[src/rtl/vector_alu_sequencer.sv]
// vector_alu_sequencer: folds a 16-lane x 16-bit vector op onto PAR lane ALUs.
// Operands and opcode are latched at accept; results reassemble beat by beat.
module vector_alu_sequencer #(
  parameter int LANE_W = 16,
  parameter int PAR    = 4,
  parameter int BEATS  = 16 / PAR
) (
  input  logic                  clk,
  input  logic                  rst,
  input  logic                  in_valid,
  output logic                  in_ready,
  input  logic [255:0]          in_a,
  input  logic [255:0]          in_b,
  input  logic [2:0]            in_ctrl,
  input  logic                  in_sel,
  output logic [PAR*LANE_W-1:0] alu_a,
  output logic [PAR*LANE_W-1:0] alu_b,
  output logic [2:0]            alu_ctrl,
  output logic                  alu_sel,
  input  logic [PAR*LANE_W-1:0] alu_result,
  input  logic [PAR*4-1:0]      alu_flags,
  output logic                  out_valid,
  input  logic                  out_ready,
  output logic [255:0]          out_result,
  output logic [63:0]           out_flags,
  output logic                  busy
);

  localparam int PW = PAR * LANE_W;
  localparam int FW = PAR * 4;
  localparam int CW = (BEATS > 1) ? $clog2(BEATS) : 1;

  typedef enum logic [1:0] {
    IDLE,
    EXEC,
    DONE
  } state_t;

  state_t state, state_d;

  logic [CW-1:0]              beat;
  logic [BEATS-1:0][PW-1:0]   a_q;
  logic [BEATS-1:0][PW-1:0]   b_q;
  logic [BEATS-1:0][PW-1:0]   res_q;
  logic [BEATS-1:0][FW-1:0]   flg_q;
  logic [2:0]                 ctrl_q;
  logic                       sel_q;
  logic                       acc;
  logic                       last;

  assign last = (beat == CW'(BEATS - 1));
  assign acc  = in_valid & in_ready;

  always_comb begin
    state_d   = state;
    in_ready  = 1'b0;
    out_valid = 1'b0;
    busy      = 1'b0;
    alu_a     = '0;
    alu_b     = '0;
    unique case (state)
      IDLE: begin
        in_ready = rst;
        if (in_valid && rst) state_d = EXEC;
      end
      EXEC: begin
        busy  = 1'b1;
        alu_a = a_q[beat];
        alu_b = b_q[beat];
        if (last) state_d = DONE;
      end
      DONE: begin
        busy      = 1'b1;
        out_valid = 1'b1;
        if (out_ready) state_d = IDLE;
      end
      default: state_d = IDLE;
    endcase
  end

  always_ff @(posedge clk) begin
    if (!rst) state <= IDLE;
    else      state <= state_d;
  end

  always_ff @(posedge clk) begin
    if (!rst) begin
      beat   <= '0;
      a_q    <= '0;
      b_q    <= '0;
      ctrl_q <= '0;
      sel_q  <= 1'b0;
      res_q  <= '0;
      flg_q  <= '0;
    end else begin
      if (acc) begin
        a_q    <= in_a;
        b_q    <= in_b;
        ctrl_q <= in_ctrl;
        sel_q  <= in_sel;
        beat   <= '0;
      end
      if (state == EXEC) begin
        res_q[beat] <= alu_result;
        flg_q[beat] <= alu_flags;
        beat        <= last ? '0 : beat + CW'(1);
      end
    end
  end

  assign alu_ctrl   = ctrl_q;
  assign alu_sel    = sel_q;
  assign out_result = res_q;
  assign out_flags  = flg_q;

endmodule

[config.mk]
export PLATFORM = sky130hd
export DESIGN_NAME = vector_alu_sequencer
export DESIGN_NICKNAME = d
export VERILOG_FILES = /design/src/rtl/vector_alu_sequencer.sv
export SDC_FILE = /design/constraint.sdc
export NUM_CORES = 2
export LEC_CHECK = 0
export CAP_MARGIN = 25
export CORE_AREA = 2 2 416 418
export CTS_BUF_LIST = sky130_fd_sc_hd__clkbuf_8
export DETAILED_ROUTE_END_ITERATION = 12
export DIE_AREA = 0 0 418 420
export PLACE_DENSITY = 0.5
export SLEW_MARGIN = 15
export SYNTH_ARGS = -nofsm -noshare
export SYNTH_HDL_FRONTEND = slang
export SYNTH_SLANG_ARGS = --single-unit
[constraint.sdc]
create_clock -name clk -period 4.9 [get_ports clk]
set_clock_uncertainty 0.2 [all_clocks]
set_input_delay 1.47 -clock clk [delete_from_list [all_inputs] [get_ports clk]]
set_output_delay 1.47 -clock clk [all_outputs]
set_load 0.02 [all_outputs]
==> results.json <==
{
  "run_status": "completed",
  "reg2reg_slack_ns": 1.97,
  "final_antenna_net_count": 0,
  "hold_start": "b_q[241]",
  "hold_violations": 0,
  "crit_type": "flop to output port",
  "die_h_um": 420,
  "drv_slew": 0,
  "power_density_nw_per_um2": 421,
  "grt_pass1_wl_mm": 206,
  "hpwl_mm": 106,
  "vdd_drop_max_mv": 0.262,
  "first_global_vias": 29700,
  "via_per_inst": 4.19,
  "insertion_delay_ns": 0.87,
  "grt_max_degree": 229,
  "met3WireLength_mm": 10.6,
  "wl_met2_mm": 70.1,
  "maxUsedRoutingLayer": "met5",
  "nets": 5539,
  "dpl_cell_area_um2": 46300,
  "startpoint": "beat[0]",
  "fmax_mhz": 215,
  "crit_fanout": 17,
  "ys_seq_area_share_pct": 49.9,
  "drive_gt1_share_pct": 8.57,
  "cp.arrival_ns": 2.98,
  "slew_headroom_pct": 1.65,
  "cts_buffers": 159,
  "start_kind": "flop",
  "path_clk_slew_ns": 0.05,
  "routed_wl_mm": 146,
  "setup_viol": 0,
  "place_ws_ns": 0.637,
  "cts-root-buf": "clkbuf_8",
  "fin_ws_ns": 0.252,
  "ios": 1055,
  "detailedRoute.firstIterationViolations": 1863,
  "worst_slew_pin_slew_ns": 1.48,
  "grt_overflow": 0,
  "cts_sinks": 840,
  "routedWlPerCell_um": 20.0,
  "post-route-util_pct": 29.0,
  "die_x_um": 418,
  "die-area_um2": 176000,
  "fin_tns_setup_ns": 0,
  "synth_fp_nets": 4571,
  "io_buffers": 1054,
  "end_kind": "output port",
  "htree_levels": 4,
  "max_cap_violations": 0,
  "rows": 152,
  "drc": 0,
  "place_congestion": 0.885,
  "required_ns": 3.23,
  "num_vias": 30500,
  "synth_cell_types": 19,
  "antenna_found_initial": 43,
  "cts_tree": "yes",
  "start_util_pct": 19.7,
  "rsz0062_at_grt": "no",
  "coreArea_um2": 171000,
  "syn_area_per_cell_um2": 8.50,
  "power.leakage_uw": 0.0171,
  "ys_ff_latch": 840,
  "r2r_start": "beat[1]",
  "met1_length_mm": 59.9,
  "p_total_uw": 20900,
  "syn_area_um2": 33700,
  "final_area_um2": 49500,
  "clockBufferDepth": 3,
  "syn_inst": 3963,
  "yosysWarnings": 0,
  "fin_crit_sh_pct": 94.9,
  "hold_class": "flop to flop",
  "track_usage_pct": 15.9,
  "fillCellCount": 18300,
  "syn_to_final_growth_pct": 47.0,
  "fin_crit_ns": 4.65,
  "holdBufCountCts": 0,
  "drt_first_pass_iters": 5
}
[final timing paths]
kind | end | cells after the start
max | alu_a[6] | 5
min | b_q[241] | 2
max reg2reg | out_result[69] | 7
min reg2reg | b_q[241] | 2
[metal layers]
metal | vias to the layer above | track usage, %
met5 | - | 0
met4 | 32 | 6.57
met3 | 249 | 4.86
met2 | 1006 | 26.2
met1 | 14300 | 19.1
li1 | 15000 | -
[cells in the final DEF (no fill, tap or decap), types with 6 or more instances in the layout]
| cell type | Yosys | layout |
|---|---|---|
| nand2_1 | 1681 | 1677 |
| clkdlybuf4s50_1 | 0 | 1050 |
| dfxtp_1 | 840 | 838 |
| a21boi_0 | 320 | 320 |
| o21ai_0 | 311 | 311 |
| o21ai_1 | 205 | 205 |
| clkbuf_8 | 0 | 193 |
| and2_1 | 134 | 130 |
| mux4_2 | 128 | 128 |
| inv_1 | 7 | 60 |
| buf_4 | 6 | 42 |
| buf_12 | 0 | 30 |
| diode_2 | 0 | 24 |
| clkinvlp_4 | 0 | 8 |
| ha_1 | 8 | 7 |
| clkinv_2 | 0 | 6 |
[metrics by stage]
step / std cells / hold slack [ns]
final: 7296 / 0.245
after CTS: 7264 / 0.247
after floorplan: 3963 / 0.225
after global routing: 7290 / 0.261
after detailed placement: 6992 / 0.239
after global placement: 6992 / 0.233
[logic make-up after synthesis]
| logic type | after synthesis | synth area share (%) |
|---|---|---|
| adder cells (fa/ha/maj) | 8 | 0.297 |
| flip-flops | 840 | 49.9 |
| AND/OR/NAND/NOR | 1818 | 21.3 |
| buffers and inverters | 328 | 5.01 |
| AO/OA/AOI/OAI | 839 | 14.9 |
| multiplexers | 130 | 8.62 |
[report_power, final]
group          switching (µW)  leakage (µW)  internal, µW
combinational            3040       0.00851          2480
sequential                656       0.00687          7910
clock                    3130       0.00176          3640
[cell type report]
type / count / area, µm² / share of cell area (%)
timing repair buffer: 1128 / 11500 / 23.2
antenna: 24 / 60.1 / 0.121
clock inverter: 76 / 418 / 0.844
sequential: 840 / 16800 / 34.0
tap: 2233 / 2790 / 5.64
inverter: 7 / 26.3 / 0.0531
multi-input combinational: 2795 / 15200 / 30.8
clock buffer: 193 / 2660 / 5.36
[state kept, by name (all words and copies together), names as in the netlist]
name,count
out_result,256
out_flags,64
state,2
beat,2
alu_sel,1
b_q,256
a_q,256
alu_ctrl,3
[cells in the mapped netlist, drive strengths merged]
cell type,n,area share (%)
mux2i,2,0.059
mux4,128,8.6
and3,2,0.037
o31ai,1,0.022
clkbuf,199,2.2
a222oi,1,0.030
o21a,1,0.022
dfxtp,840,50
a21boi,320,7.1
and2,134,2.5
ha,8,0.30
nand2,1681,19
o21ai,516,7.7
inv,7,0.078
nor3,1,0.015
buf,122,2.7
[repair_timing]
item | 4_1_cts | 5_1_grt
setup endpoints to repair | 103 | 4
buffers inserted | 3 | 8
resized for setup | 2 | 1
[critical path, stage by stage (launching register included)]
cell and delay [ns]:
dfxtp_4 0.39, buf_12 0.20, buf_4 0.25, mux4_2 0.52
and2_1 0.17, clkdlybuf4s50_1 0.56
Power figures use the tool's default switching activity.
